===== config.mk =====
export PLATFORM = sky130hd
export DESIGN_NAME = timer_run_ctrl_flat
export DESIGN_NICKNAME = d
export VERILOG_FILES = /design/src/rtl/timer_run_ctrl_pkg.sv /design/src/rtl/timer_run_ctrl_if.sv /design/src/rtl/timer_run_ctrl_btn_edge.sv /design/src/rtl/timer_run_ctrl.sv /design/src/flat_wrapper.sv
export SDC_FILE = /design/constraint.sdc
export NUM_CORES = 1
export LEC_CHECK = 0
export ABC_AREA = 1
export CORE_UTILIZATION = 50
export DETAILED_ROUTE_END_ITERATION = 10
export PLACE_DENSITY = 0.78
export SYNTH_ARGS = -nofsm -noshare
export SYNTH_HDL_FRONTEND = slang
export SYNTH_SLANG_ARGS = --single-unit
export TNS_END_PERCENT = 1

===== constraint.sdc =====
create_clock -name clk -period 1.6 [get_ports clk]
set_clock_uncertainty 0.1 [all_clocks]
set_input_delay 0.16 -clock clk [delete_from_list [all_inputs] [get_ports clk]]
set_output_delay 0.16 -clock clk [all_outputs]
set_load 0.02 [all_outputs]

===== src/rtl/timer_run_ctrl_pkg.sv =====
// Shared types for the countdown-timer run controller: FSM states, digit widths, edit-select codes.
// Latency: n/a (types and a pure function only).
// Backpressure: n/a.
package timer_run_ctrl_pkg;

    localparam int LSEC_W = 4;
    localparam int HSEC_W = 3;

    typedef enum logic [2:0] {
        IDLE,
        SET_LSEC,
        SET_HSEC,
        LOAD,
        RUN,
        PAUSE,
        DONE
    } timer_state_t;

    // Display blink selector: which preset digit the user is editing.
    typedef enum logic [1:0] {
        EDIT_NONE = 2'b00,
        EDIT_LSEC = 2'b01,
        EDIT_HSEC = 2'b10
    } edit_sel_t;

    function automatic edit_sel_t edit_code(input timer_state_t s);
        case (s)
            SET_LSEC: return EDIT_LSEC;
            SET_HSEC: return EDIT_HSEC;
            default:  return EDIT_NONE;
        endcase
    endfunction

endpackage


===== src/rtl/timer_run_ctrl_if.sv =====
// Bundle between front panel / counter chain and the timer run controller.
// Latency: n/a (wires only).
// Backpressure: none; buttons are levels, second_imp is a free-running pulse.
// master: drives buttons, divider pulse and current counter values.
// slave : the controller, drives load strobe/presets, enable, direction, edit select and alarm.
interface timer_run_ctrl_if;
    import timer_run_ctrl_pkg::*;

    logic              btn_mode;
    logic              btn_inc;
    logic              btn_start;
    logic              second_imp;
    logic [LSEC_W-1:0] lsec_val;
    logic [HSEC_W-1:0] hsec_val;

    logic              set;
    logic [LSEC_W-1:0] lsec_init;
    logic [HSEC_W-1:0] hsec_init;
    logic              cnt_enable;
    logic              up_down;
    logic [1:0]        edit_sel;
    logic              done;

    modport master (
        output btn_mode, btn_inc, btn_start, second_imp, lsec_val, hsec_val,
        input  set, lsec_init, hsec_init, cnt_enable, up_down, edit_sel, done
    );

    modport slave (
        input  btn_mode, btn_inc, btn_start, second_imp, lsec_val, hsec_val,
        output set, lsec_init, hsec_init, cnt_enable, up_down, edit_sel, done
    );

endinterface


===== src/rtl/timer_run_ctrl_btn_edge.sv =====
// Rising-edge detector for one debounced button level.
// Latency: rise is combinational from level, one cycle wide (previous level held in one register).
// Backpressure: none; holding the level high yields a single pulse.
// Ports: clk, rst_n (async active-low), level (debounced button), rise (1-cycle edge pulse).
module timer_run_ctrl_btn_edge (
    input  logic clk,
    input  logic rst_n,
    input  logic level,
    output logic rise
);

    logic level_q;

    always_ff @(posedge clk or negedge rst_n) begin
        if (!rst_n) begin
            level_q <= 1'b0;
        end else begin
            level_q <= level;
        end
    end

    assign rise = level & ~level_q;

endmodule


===== src/rtl/timer_run_ctrl.sv =====
// Mode/run controller turning the seconds counter chain into a settable 00..59 countdown timer.
// Latency: button edge acts on the next clock; all outputs registered except cnt_enable (state AND second_imp).
// Backpressure: none; coincident button edges resolve start > mode > inc, losers are dropped.
// Ports: clk, rst_n (async active-low), bus (slave side: buttons, divider pulse, counter values in;
//        load strobe, presets, count enable, direction, edit select, alarm out).
module timer_run_ctrl
    import timer_run_ctrl_pkg::*;
#(
    parameter int p_lsec_max  = 9,
    parameter int p_hsec_max  = 5,
    parameter int p_alarm_sec = 3
) (
    input  logic            clk,
    input  logic            rst_n,
    timer_run_ctrl_if.slave bus
);

    localparam int ALARM_W = $clog2(p_alarm_sec + 1);

    timer_state_t      state, state_nxt;
    logic [LSEC_W-1:0] preset_l;
    logic [HSEC_W-1:0] preset_h;
    logic [ALARM_W-1:0] alarm_cnt;

    logic              set_q;
    logic [LSEC_W-1:0] lsec_init_q;
    logic [HSEC_W-1:0] hsec_init_q;
    edit_sel_t         edit_sel_q;
    logic              done_q;

    logic mode_rise, inc_rise, start_rise;
    logic start_act, mode_act, inc_act;
    logic preset_nz, terminal, alarm_last;

    timer_run_ctrl_btn_edge u_edge_mode (
        .clk   (clk),
        .rst_n (rst_n),
        .level (bus.btn_mode),
        .rise  (mode_rise)
    );

    timer_run_ctrl_btn_edge u_edge_inc (
        .clk   (clk),
        .rst_n (rst_n),
        .level (bus.btn_inc),
        .rise  (inc_rise)
    );

    timer_run_ctrl_btn_edge u_edge_start (
        .clk   (clk),
        .rst_n (rst_n),
        .level (bus.btn_start),
        .rise  (start_rise)
    );

    // Only the highest-priority edge of the cycle is allowed to act.
    assign start_act = start_rise;
    assign mode_act  = mode_rise & ~start_rise;
    assign inc_act   = inc_rise & ~start_rise & ~mode_rise;

    assign preset_nz  = (preset_l != '0) || (preset_h != '0);
    // Last decrement: the counter shows 01 and this pulse takes it to 00.
    assign terminal   = bus.second_imp && (bus.hsec_val == '0) && (bus.lsec_val == LSEC_W'(1));
    assign alarm_last = bus.second_imp && (alarm_cnt == ALARM_W'(p_alarm_sec - 1));

    always_ff @(posedge clk or negedge rst_n) begin
        if (!rst_n) begin
            state <= IDLE;
        end else begin
            state <= state_nxt;
        end
    end

    always_comb begin
        state_nxt = state;
        case (state)
            IDLE: begin
                if (start_act) begin
                    if (preset_nz) state_nxt = LOAD;
                end else if (mode_act) begin
                    state_nxt = SET_LSEC;
                end
            end
            SET_LSEC: begin
                if (start_act) begin
                    if (preset_nz) state_nxt = LOAD;
                end else if (mode_act) begin
                    state_nxt = SET_HSEC;
                end
            end
            SET_HSEC: begin
                if (start_act) begin
                    if (preset_nz) state_nxt = LOAD;
                end else if (mode_act) begin
                    state_nxt = IDLE;
                end
            end
            LOAD:  state_nxt = RUN;
            RUN: begin
                // Reaching zero outranks any button in the same cycle.
                if (terminal)       state_nxt = DONE;
                else if (start_act) state_nxt = PAUSE;
                else if (mode_act)  state_nxt = IDLE;
            end
            PAUSE: begin
                if (start_act)     state_nxt = RUN;
                else if (mode_act) state_nxt = IDLE;
            end
            DONE: begin
                if (start_rise || mode_rise || inc_rise) state_nxt = IDLE;
                else if (alarm_last)                     state_nxt = IDLE;
            end
            default: state_nxt = IDLE;
        endcase
    end

    // Presets survive a run so the same time can be restarted.
    always_ff @(posedge clk or negedge rst_n) begin
        if (!rst_n) begin
            preset_l <= '0;
            preset_h <= '0;
        end else if (inc_act) begin
            if (state == SET_LSEC) begin
                preset_l <= (preset_l == LSEC_W'(p_lsec_max)) ? '0 : preset_l + LSEC_W'(1);
            end
            if (state == SET_HSEC) begin
                preset_h <= (preset_h == HSEC_W'(p_hsec_max)) ? '0 : preset_h + HSEC_W'(1);
            end
        end
    end

    // Held at zero outside DONE, so it starts from zero on every entry.
    always_ff @(posedge clk or negedge rst_n) begin
        if (!rst_n) begin
            alarm_cnt <= '0;
        end else if (state != DONE) begin
            alarm_cnt <= '0;
        end else if (bus.second_imp) begin
            alarm_cnt <= alarm_cnt + ALARM_W'(1);
        end
    end

    // Outputs are registered from the next state so they line up with the state they describe.
    always_ff @(posedge clk or negedge rst_n) begin
        if (!rst_n) begin
            set_q       <= 1'b0;
            lsec_init_q <= '0;
            hsec_init_q <= '0;
            edit_sel_q  <= EDIT_NONE;
            done_q      <= 1'b0;
        end else begin
            set_q       <= (state_nxt == LOAD);
            lsec_init_q <= (state_nxt == LOAD) ? preset_l : '0;
            hsec_init_q <= (state_nxt == LOAD) ? preset_h : '0;
            edit_sel_q  <= edit_code(state_nxt);
            done_q      <= (state_nxt == DONE);
        end
    end

    assign bus.set        = set_q;
    assign bus.lsec_init  = lsec_init_q;
    assign bus.hsec_init  = hsec_init_q;
    assign bus.edit_sel   = edit_sel_q;
    assign bus.done       = done_q;
    assign bus.cnt_enable = bus.second_imp & (state == RUN);
    assign bus.up_down    = 1'b0;

endmodule


===== src/flat_wrapper.sv =====
// flat-port wrapper written by rule: the top's interface ports become plain ports
module timer_run_ctrl_flat import timer_run_ctrl_pkg::*;
#(
    parameter int p_lsec_max  = 9,
    parameter int p_hsec_max  = 5,
    parameter int p_alarm_sec = 3
)
  (clk, rst_n, bus_btn_mode, bus_btn_inc, bus_btn_start, bus_second_imp, bus_lsec_val, bus_hsec_val, bus_set, bus_lsec_init, bus_hsec_init, bus_cnt_enable, bus_up_down, bus_edit_sel, bus_done);
  timer_run_ctrl_if bus_i ();
  input  logic clk;
  input  logic rst_n;
  input wire logic [$bits(bus_i.btn_mode)-1:0] bus_btn_mode;
  input wire logic [$bits(bus_i.btn_inc)-1:0] bus_btn_inc;
  input wire logic [$bits(bus_i.btn_start)-1:0] bus_btn_start;
  input wire logic [$bits(bus_i.second_imp)-1:0] bus_second_imp;
  input wire logic [$bits(bus_i.lsec_val)-1:0] bus_lsec_val;
  input wire logic [$bits(bus_i.hsec_val)-1:0] bus_hsec_val;
  output wire logic [$bits(bus_i.set)-1:0] bus_set;
  output wire logic [$bits(bus_i.lsec_init)-1:0] bus_lsec_init;
  output wire logic [$bits(bus_i.hsec_init)-1:0] bus_hsec_init;
  output wire logic [$bits(bus_i.cnt_enable)-1:0] bus_cnt_enable;
  output wire logic [$bits(bus_i.up_down)-1:0] bus_up_down;
  output wire logic [$bits(bus_i.edit_sel)-1:0] bus_edit_sel;
  output wire logic [$bits(bus_i.done)-1:0] bus_done;
  assign bus_i.btn_mode = bus_btn_mode;
  assign bus_i.btn_inc = bus_btn_inc;
  assign bus_i.btn_start = bus_btn_start;
  assign bus_i.second_imp = bus_second_imp;
  assign bus_i.lsec_val = bus_lsec_val;
  assign bus_i.hsec_val = bus_hsec_val;
  assign bus_set = bus_i.set;
  assign bus_lsec_init = bus_i.lsec_init;
  assign bus_hsec_init = bus_i.hsec_init;
  assign bus_cnt_enable = bus_i.cnt_enable;
  assign bus_up_down = bus_i.up_down;
  assign bus_edit_sel = bus_i.edit_sel;
  assign bus_done = bus_i.done;
  timer_run_ctrl #(.p_lsec_max(p_lsec_max), .p_hsec_max(p_hsec_max), .p_alarm_sec(p_alarm_sec)) u_core (.clk(clk), .rst_n(rst_n), .bus(bus_i));
endmodule

==> run metrics <==
die extent in x 53.1 um; Seq cells post-synth 26; f_max 648 MHz; die height 53.1 um; Sink Count 26; synth top area cells dfrtp_1 (50%), nand2_1 (8.6%), inv_1 (6.6%); Final GP Congestion 0.794; average wire per standard cell 12.4 um; Hold Vio Cnt, Final 0; Yosys top cell area share 0.499; core area 2480 sq um; register area 651 sq um; routed wire length 2710 um; Hold Buf Count CTS 0; Buffers on Ports 24; first-pass GRT wire length 4200 um; Reg-to-Reg End u_core.bus.lsec_init[2]; P_int 1640 uW; asr flop ratio synth 1.00; logic gate share of total power 0.471; CTS clk-pin slew, worst paths 0.14 ns; Final Cycle Share 0.964; diode count 0; clock latency at the later pin of the worst-skew pair 0.33 ns; clock root buffer clkbuf_4; syn nets 160; Tmin final 1.54 ns; DRT Pass-1 Iters 4; GRT Util Overall 0.210; Synth area leader dfrtp_1; HP Class input pin to asynchronous set/reset pin; Clock H-tree levels 1; die area 2820 sq um; TritonCTS clock tree yes; Worst Path Class, Setup register to register; share of post-route cells with drive strength above 1 0.277; post-synthesis cell area 1300 sq um; final setup fails 0; post-synthesis sequential area ratio 0.499; clock buffer depth 2; ANT nets after route 0; worst vdd ir 1030 uV; ys flop type dfrtp_1; MaxCap Viol Count 0; global route total overflow 0; drt drc 0; pwr dens 1530 nW/um^2; Warnings, synthesis 0; IO Pins 26; R2R setup slack 0.06 ns; RSZ-0062 raised after global routing true; Initial DRC Count 12; count leader, synth nand2_1; syn avg cell area 8.93 sq um; via count 1059; Post-synth EDFFs 0; num rows 18; HPWL after DPL 1910 um; Num CTS Buffers 3; final net count 203; Netlist cell types 30; power share of the clock group 0.168; number of fill cells 188; Slew Limit Fails 0; Switching Share 0.395; Startpoint Class register; CP Capture Type register; synth cell count leaders nand2_1 (30), dfrtp_1 (26), inv_1 (23), nor2_1 (11), nor2_2 (9); Crit. Startpoint u_core.state[0]; R2R cell count 8; CP Max Fanout 8; required time of the critical path 1.77 ns; Area Overhead vs Synth 35.0%; R2R Path Start u_core.state[0]; fin util 0.711; vias in the first global route 1034; Syn Inst Count 146; P_leak 0.000893 uW; area of the multi-input gates 552 sq um; critical path arrival 1.72 ns; initial antenna violation count 0; Starting Density 0.526; net switching power 1070 uW; post-DR vias/cell 4.86; sequential power share 0.362; status completed; largest net degree at the start of global routing 27; setup TNS 0 ns
-- through the flow --
stage	std cells	worst slack [ns]	cell area, sq um	hold WS, ns	total power (uW)
after floorplan	146	0.126	1300	-0.236	1750
after global placement	210	-0.187	1650	0.401	2070
final	218	0.0574	1760	0.0823	2700
after global routing	218	-0.0648	1760	0.106	2880
after detailed placement	210	-0.237	1650	0.417	2110
after CTS	214	0.0169	1700	0.0989	2570
-- cell usage in the layout (no fill, tap or decap), drive strengths merged --
cell type	netlist	final
nand2	34	34
a31oi	1	1
o31ai	1	1
nand3	8	8
or2	1	1
dfrtp	26	26
nor3	6	6
ha	1	1
o211ai	1	1
buf	3	18
clkbuf	0	3
conb	1	1
clkdlybuf4s50	0	23
a21oi	8	8
nand4	1	1
nor4	1	1
clkinvlp	0	1
inv	26	25
o21ai	4	4
bufinv	0	1
nor2	20	20
nand3b	1	1
xor2	2	2
-- cell type report --
class                           instances  share of cell area
Sequential cell                        26               0.370
Multi-Input combinational cell         91               0.313
Inverter                               26              0.0576
Clock buffer                            3              0.0128
Tap cell                               30              0.0213
Timing Repair Buffer                   41               0.208
Clock inverter                          1              0.0171
-- registers in the layout (all words and copies together) (netlist names) --
signal                       flops
u_core.alarm_cnt                 2
u_core.bus.done                  1
u_core.bus.edit_sel              2
u_core.bus.hsec_init             3
u_core.bus.lsec_init             4
u_core.bus.set                   1
u_core.preset_h                  3
u_core.preset_l                  4
u_core.state                     3
u_core.u_edge_inc.level_q        1
u_core.u_edge_mode.level_q       1
u_core.u_edge_start.level_q      1
-- critical path, stage by stage, from the launching register on --
cell,delay [ns]
dfrtp_1,0.42
buf_4,0.18
nor3_2,0.23
nand3_1,0.12
nand2_2,0.10
inv_2,0.06
nand3_4,0.10
nand2_8,0.09
nor2_2,0.09
-- worst max path at each step --
stage	endpoint	slack [ns]	cells after the start
global route	u_core.bus.lsec_init[0]	-0.06	9
global placement	bus_cnt_enable	-0.19	4
CTS	bus_cnt_enable	0.02	2
floorplan	bus_cnt_enable	0.13	2
detailed placement	bus_cnt_enable	-0.24	4
finish	u_core.bus.lsec_init[2]	0.06	8
-- timing repair --
action,in CTS,in global routing
pin swaps,0,4
setup endpoints to repair,1,16
hold endpoints to repair,0,0
setup buffers,0,4
gates resized for setup,4,10
-- power groups by stage --
stage / combinational, uW / sequential [uW] / clock, uW
final: 1270 / 977 / 453
after global routing: 1390 / 999 / 487
after CTS: 1140 / 968 / 457
after detailed placement: 1130 / 982 / 0
after global placement: 1090 / 977 / 0
after floorplan: 688 / 1060 / 0
-- per-layer routing --
| metal | track usage | part of all wire | vias up | wire length [um] |
|---|---|---|---|---|
| li1 | - | - | 534 | - |
| met1 | 0.248 | 0.41 | 501 | 1130 |
| met2 | 0.378 | 0.54 | 19 | 1470 |
| met3 | 0.0259 | 0.029 | 5 | 78 |
| met4 | 0.0877 | 0.014 | 0 | 38 |
| met5 | 0 | 0 | - | 0 |
-- cell families (layout without fill, tap and decap cells) --
group	Yosys count	count (layout)	synth area share
buffers and inverters	29	71	0.0979
DFF	26	26	0.499
and+or+nand+nor	72	72	0.309
xor gates and xnor gates	2	2	0.0134
adders and majority gates	1	1	0.00960
AOI/OAI and AO/OA	15	15	0.0681
other	1	1	0.00288
(Power assumes the default switching activity.)
